<file path="src/rtl/serial_tx_ctrl.sv">
`default_nettype none
// ============================================================================
// Module   : serial_tx_ctrl
// Brief    : Parallel-to-serial transmit stage (valid/ready in, bit-serial out).
//            Optional even-parity trailer bit when PARITY_EN is defined.
// Revision : 1.0 - initial release
// ============================================================================
module serial_tx_ctrl #(
   parameter int W     = 8,
   parameter int CNT_W = 4
) (
   input  logic         clk,
   input  logic         reset,
   input  logic         in_valid,
   output logic         in_ready,
   input  logic [W-1:0] in_data,
   input  logic         lsb_first,
   output logic         s_out,
   output logic         s_valid,
   input  logic         s_ready,
   output logic         busy,
   output logic         done
);

`ifdef PARITY_EN
   typedef enum logic [1:0] {
      ST_IDLE  = 2'd0,
      ST_SHIFT = 2'd1,
      ST_PAR   = 2'd2,
      ST_DONE  = 2'd3
   } state_t;
`else
   typedef enum logic [1:0] {
      ST_IDLE  = 2'd0,
      ST_SHIFT = 2'd1,
      ST_DONE  = 2'd3
   } state_t;
`endif

   localparam logic [CNT_W-1:0] C_LAST = CNT_W'(W - 1);
   localparam logic [CNT_W-1:0] C_ONE  = CNT_W'(1);

   state_t           state_q, state_d;
   logic [W-1:0]     sr_q,    sr_d;
   logic [CNT_W-1:0] cnt_q,   cnt_d;
   logic             dir_q,   dir_d;
`ifdef PARITY_EN
   logic             par_q,   par_d;
`endif

   always_ff @(posedge clk) begin
      if (reset) begin
         state_q <= ST_IDLE;
         sr_q    <= '0;
         cnt_q   <= '0;
         dir_q   <= 1'b0;
`ifdef PARITY_EN
         par_q   <= 1'b0;
`endif
      end else begin
         state_q <= state_d;
         sr_q    <= sr_d;
         cnt_q   <= cnt_d;
         dir_q   <= dir_d;
`ifdef PARITY_EN
         par_q   <= par_d;
`endif
      end
   end

   always_comb begin
      state_d  = state_q;
      sr_d     = sr_q;
      cnt_d    = cnt_q;
      dir_d    = dir_q;
`ifdef PARITY_EN
      par_d    = par_q;
`endif
      in_ready = 1'b0;
      s_valid  = 1'b0;
      s_out    = 1'b0;
      busy     = 1'b1;
      done     = 1'b0;

      case (state_q)
         ST_IDLE: begin
            in_ready = 1'b1;
            busy     = 1'b0;
            // in_ready is 1 throughout IDLE, so in_valid alone marks an accept
            if (in_valid) begin
               sr_d    = in_data;
               dir_d   = lsb_first;
               cnt_d   = '0;
`ifdef PARITY_EN
               par_d   = ^in_data;
`endif
               state_d = ST_SHIFT;
            end
         end

         ST_SHIFT: begin
            s_valid = 1'b1;
            s_out   = dir_q ? sr_q[0] : sr_q[W-1];
            if (s_ready) begin
               sr_d  = dir_q ? {1'b0, sr_q[W-1:1]} : {sr_q[W-2:0], 1'b0};
               cnt_d = cnt_q + C_ONE;
               if (cnt_q == C_LAST) begin
`ifdef PARITY_EN
                  state_d = ST_PAR;
`else
                  state_d = ST_DONE;
`endif
               end
            end
         end

`ifdef PARITY_EN
         ST_PAR: begin
            s_valid = 1'b1;
            s_out   = par_q;
            if (s_ready) begin
               state_d = ST_DONE;
            end
         end
`endif

         ST_DONE: begin
            done    = 1'b1;
            state_d = ST_IDLE;
         end

         default: begin
            state_d = ST_IDLE;
         end
      endcase
   end

endmodule
`default_nettype wire

</file>
<file path="config.mk">
export PLATFORM = sky130hd
export DESIGN_NAME = serial_tx_ctrl
export DESIGN_NICKNAME = d
export VERILOG_FILES = /design/src/rtl/serial_tx_ctrl.sv
export SDC_FILE = /design/constraint.sdc
export NUM_CORES = 1
export LEC_CHECK = 0
export ABC_AREA = 1
export CAP_MARGIN = 20
export CORE_MARGIN = 1.5
export CORE_UTILIZATION = 48
export CTS_CLUSTER_SIZE = 40
export DETAILED_ROUTE_END_ITERATION = 8
export PLACE_DENSITY = 0.86
export SLEW_MARGIN = 20
export SYNTH_ARGS = -nofsm -noshare
export SYNTH_HDL_FRONTEND = slang
export SYNTH_SLANG_ARGS = --single-unit
export TNS_END_PERCENT = 20
</file>
<file path="constraint.sdc">
create_clock -name clk -period 1.5 [get_ports clk]
set_input_delay 0.225 -clock clk [delete_from_list [all_inputs] [get_ports clk]]
set_output_delay 0.225 -clock clk [all_outputs]
set_load 0.01 [all_outputs]
</file>
==> report_table.html <==
<table>
<tr><th>Metric</th><th>Value</th></tr>
<tr><th colspan="2">Status</th></tr>
<tr><td>Status</td><td>finished clean</td></tr>
<tr><th colspan="2">Global routing</th></tr>
<tr><td>Grt met1 use</td><td>0.2751</td></tr>
<tr><td>Wire length of the first global-routing pass</td><td>3187 um</td></tr>
<tr><td>Number of global-route vias before repair</td><td>789</td></tr>
<tr><td>Total congestion overflow</td><td>0</td></tr>
<tr><td>GRT Total Usage</td><td>0.2224</td></tr>
<tr><td>Grt peak-use layer</td><td>met2</td></tr>
<tr><td>Met3 track demand over resource in global routing</td><td>0.03750</td></tr>
<tr><td>Routing usage on met2</td><td>0.3618</td></tr>
<tr><td>Maximum number of pins on one net before global-route repair</td><td>13</td></tr>
<tr><td>Number of antenna violations at the first check in global routing</td><td>0</td></tr>
<tr><th colspan="2">Routing</th></tr>
<tr><td>Routed wire length</td><td>1928 um</td></tr>
<tr><td>Routed wirelength normalized by instance count</td><td>11.48 um</td></tr>
<tr><td>Antenna Violating Nets Remaining</td><td>0</td></tr>
<tr><td>Number of violations reported at the end of detailed-routing iteration 0</td><td>29</td></tr>
<tr><td>Number of vias after detailed routing</td><td>901</td></tr>
<tr><td>DR pass1 iterations</td><td>4</td></tr>
<tr><td>Post-detailed-route via-to-cell ratio</td><td>5.363</td></tr>
<tr><td>Post-detailed-route DRC marker count</td><td>0</td></tr>
<tr><th colspan="2">Clock tree</th></tr>
<tr><td>CTS buffer count</td><td>3</td></tr>
<tr><td>Clk Latency, worst-skew pair</td><td>0.28 ns</td></tr>
<tr><td>CTS root buf</td><td>sky130_fd_sc_hd__clkbuf_4</td></tr>
<tr><td>Maximum root-to-sink buffer count</td><td>2</td></tr>
<tr><td>Number of levels in the clock H-tree</td><td>1</td></tr>
<tr><td>Post-CTS setup-driven buffer insertion count</td><td>0</td></tr>
<tr><td>TritonCTS clock tree</td><td>done</td></tr>
<tr><td>Sink Count</td><td>15</td></tr>
<tr><td>Clock transition at the register clock pins on the worst setup and hold paths after CTS</td><td>0.09 ns</td></tr>
<tr><td>Hold Buf Count CTS</td><td>0</td></tr>
<tr><th colspan="2">Synth</th></tr>
<tr><td>Synthesis warning total</td><td>0</td></tr>
<tr><td>Synthesized instance count</td><td>126</td></tr>
<tr><td>Leading cell types by total area after synthesis</td><td>sky130_fd_sc_hd__dfxtp_1 (37%), sky130_fd_sc_hd__nand2_1 (17%), sky130_fd_sc_hd__nor2_1 (13%)</td></tr>
<tr><td>Top FF cell, synth</td><td>sky130_fd_sc_hd__dfxtp_1</td></tr>
<tr><td>Register bit total from synthesis</td><td>15</td></tr>
<tr><td>Fraction of registers with async set or reset after synthesis</td><td>0</td></tr>
<tr><td>Most frequent cell after synthesis</td><td>sky130_fd_sc_hd__nand2_1</td></tr>
<tr><td>Portion of synthesized cell area occupied by the leading cell type</td><td>0.3721</td></tr>
<tr><td>Top cell type by total area after synthesis</td><td>sky130_fd_sc_hd__dfxtp_1</td></tr>
<tr><td>Post-Synthesis Cell Area</td><td>807.0 um^2</td></tr>
<tr><td>Synthesized netlist net count</td><td>140</td></tr>
<tr><td>Part of the Yosys area used for sequential elements</td><td>0.3721</td></tr>
<tr><td>Synth Area per Inst</td><td>6.405 um^2</td></tr>
<tr><td>Number of synthesized flops with an enable pin</td><td>0</td></tr>
<tr><td>Most common library cells after synthesis</td><td>sky130_fd_sc_hd__nand2_1 (36), sky130_fd_sc_hd__nor2_1 (27), sky130_fd_sc_hd__dfxtp_1 (15)</td></tr>
<tr><td>Distinct cells, synth</td><td>18</td></tr>
<tr><th colspan="2">Floorplanning</th></tr>
<tr><td>Initial standard-cell utilization of the core</td><td>0.5235</td></tr>
<tr><td>Vertical die dimension</td><td>44.01 um</td></tr>
<tr><td>Row count</td><td>14</td></tr>
<tr><td>I/O Pins</td><td>18</td></tr>
<tr><td>Core Region</td><td>1541 um^2</td></tr>
<tr><td>Horizontal die dimension</td><td>44.01 um</td></tr>
<tr><td>Die Footprint</td><td>1936 um^2</td></tr>
<tr><th colspan="2">Timing</th></tr>
<tr><td>Hold_ws</td><td>0.4899 ns</td></tr>
<tr><td>Final count of negative-setup-slack endpoints</td><td>0</td></tr>
<tr><td>Total negative slack for setup checks</td><td>0 ns</td></tr>
<tr><td>Final critical delay including setup and external delays</td><td>1.438 ns</td></tr>
<tr><td>Pins Over Slew Limit</td><td>0</td></tr>
<tr><td>Slew at the pin with the worst max-slew slack</td><td>0.2244 ns</td></tr>
<tr><td>Worst slew margin relative to its limit</td><td>0.8490</td></tr>
<tr><td>Final count of hold timing violations</td><td>0</td></tr>
<tr><td>Top achievable clock speed</td><td>0.6954 GHz</td></tr>
<tr><td>Clock skew after layout</td><td>0.004045 ns</td></tr>
<tr><td>Final period utilization</td><td>0.9586</td></tr>
<tr><th colspan="2">Setup path</th></tr>
<tr><td>Cell with the largest stage delay on the worst path</td><td>sky130_fd_sc_hd__dfxtp_1</td></tr>
<tr><td>Crit-path leading delay family</td><td>buffers and inverters</td></tr>
<tr><td>CP max FO</td><td>5</td></tr>
<tr><td>Largest stage delay on the critical path</td><td>0.32 ns</td></tr>
<tr><td>Type of origin of the critical path</td><td>register</td></tr>
<tr><td>Worst EP required</td><td>1.27 ns</td></tr>
<tr><td>Data arrival time at the worst-slack endpoint</td><td>1.21 ns</td></tr>
<tr><td>Critical path buffer and inverter count</td><td>2</td></tr>
<tr><td>Crit path kind</td><td>register to primary output</td></tr>
<tr><td>Critical path, cell by cell</td><td>inv_1 &gt; nand2_2 &gt; a21oi_1 &gt; clkdlybuf4s15_1</td></tr>
<tr><td>Endpoint class of the critical path</td><td>primary output</td></tr>
<tr><th colspan="2">Cells and area</th></tr>
<tr><td>Final layout net count</td><td>167</td></tr>
<tr><td>Number of non-filler instances in the completed layout</td><td>168</td></tr>
<tr><td>Layout cell share with drive strength beyond 1</td><td>0.1447</td></tr>
<tr><td>Area overhead of the layout relative to synthesis</td><td>33.64%</td></tr>
<tr><td>Post-layout util</td><td>0.6997</td></tr>
<tr><td>Final cell area excluding filler cells</td><td>1079 um^2</td></tr>
<tr><td>Fill cell instance count of the final layout</td><td>132</td></tr>
<tr><td>Count of inserted antenna diode cells</td><td>0</td></tr>
<tr><th colspan="2">Power and ir drop</th></tr>
<tr><td>Switching fraction of total power</td><td>0.2967</td></tr>
<tr><td>Peak ir drop on the vdd network</td><td>574.5 uV</td></tr>
<tr><td>Part of the power in combinational logic</td><td>0.242</td></tr>
<tr><td>Internal Power</td><td>640.6 uW</td></tr>
<tr><td>Power share of the sequential group</td><td>0.499</td></tr>
<tr><td>Leak pwr</td><td>0.4996 nW</td></tr>
<tr><td>Switching power of the nets</td><td>270.3 uW</td></tr>
<tr><td>Power density over the cells</td><td>844.6 nW/um^2</td></tr>
<tr><td>Clock share of power</td><td>0.260</td></tr>
<tr><th colspan="2">Place</th></tr>
<tr><td>Instance area after placement</td><td>1049 um^2</td></tr>
<tr><td>I/O Buffers</td><td>17</td></tr>
<tr><td>GPL Wtd Cong</td><td>0.8162</td></tr>
<tr><td>Detail Placement HPWL</td><td>1436 um</td></tr>
<tr><td>Cells after DPL</td><td>164</td></tr>
<tr><th colspan="2">Flow run</th></tr>
<tr><td>Number of violations of the max-capacitance limit</td><td>0</td></tr>
<tr><th colspan="2">Min path</th></tr>
<tr><td>Class of the most critical hold timing path</td><td>register to register</td></tr>
</table>
## cells in the final DEF, fill, tap and decap left out, drive strengths merged, types with 3 or more instances in the layout
cell type,n
nand2,38
nor2,28
dfxtp,15
o21ai,13
clkdlybuf4s50,12
a21oi,11
buf,11
inv,8
clkbuf,4
nand3,4
dlygate4sd2,3
## per-layer routing
layer / wire (um) / share of wire
met5: 0 / 0
met4: 77 / 0.040
met3: 153 / 0.079
met2: 909 / 0.47
met1: 788 / 0.41
## per-stage QoR
| step | power, mW | setup slack (ns) |
|---|---|---|
| 2_1_floorplan | 0.5843 | 0.3985 |
| 3_3_place_gp | 0.6707 | 0.06998 |
| 3_5_place_dp | 0.6813 | 0.04298 |
| 4_1_cts | 0.9105 | -0.1487 |
| 5_1_grt | 0.9600 | -0.01820 |
| 6_report | 0.9109 | 0.06208 |
## final timing paths
kind,start,end,cells past startpoint,slack [ns]
worst min register to register,cnt_q[3],state_q[1],1,0.49
worst max-delay path,state_q[1],s_out,4,0.06
worst min-delay path,cnt_q[3],state_q[1],1,0.49
worst max register to register,state_q[0],sr_q[6],8,0.18
## cell type report
| type | count | area, um^2 | share of cell area |
|---|---|---|---|
| Clock buffer | 4 | 26.28 | 0.02436 |
| Inverter | 9 | 33.78 | 0.03132 |
| Multi-Input combinational cell | 96 | 431.7 | 0.4002 |
| Sequential cell | 15 | 302.8 | 0.2807 |
| Tap cell | 16 | 20.02 | 0.01856 |
| Timing Repair Buffer | 28 | 264.0 | 0.2448 |
## power groups by stage
stage,Combinational (mW),Clock (mW),Sequential (mW)
final,0.220,0.236,0.454
after global routing,0.244,0.259,0.458
after CTS,0.218,0.239,0.453
after detailed placement,0.220,0,0.461
after global placement,0.211,0,0.460
after floorplan,0.130,0,0.455
## repair_timing
| action | in CTS | in global routing |
|---|---|---|
| cloned | 0 | 0 |
| endpoints found under the hold margin | 0 | 0 |
| endpoints found under the setup margin | 5 | 2 |
| resized for setup | 5 | 4 |
## flip-flops by register name, summed over array words and instances (netlist names)
| register | cells |
|---|---|
| dir_q | 1 |
| sr_q | 8 |
| cnt_q | 4 |
| state_q | 2 |
## kinds of logic (layout without fill, tap and decap cells)
logic type / after synthesis / after routing / synth area share
DFF: 15 / 15 / 0.3721
AOI/OAI and AO/OA: 24 / 24 / 0.1488
and+or+nand+nor: 71 / 71 / 0.3674
adders and majority gates: 1 / 1 / 0.01550
buffers and inverters: 15 / 41 / 0.09612
Power figures use the tool's default switching activity.
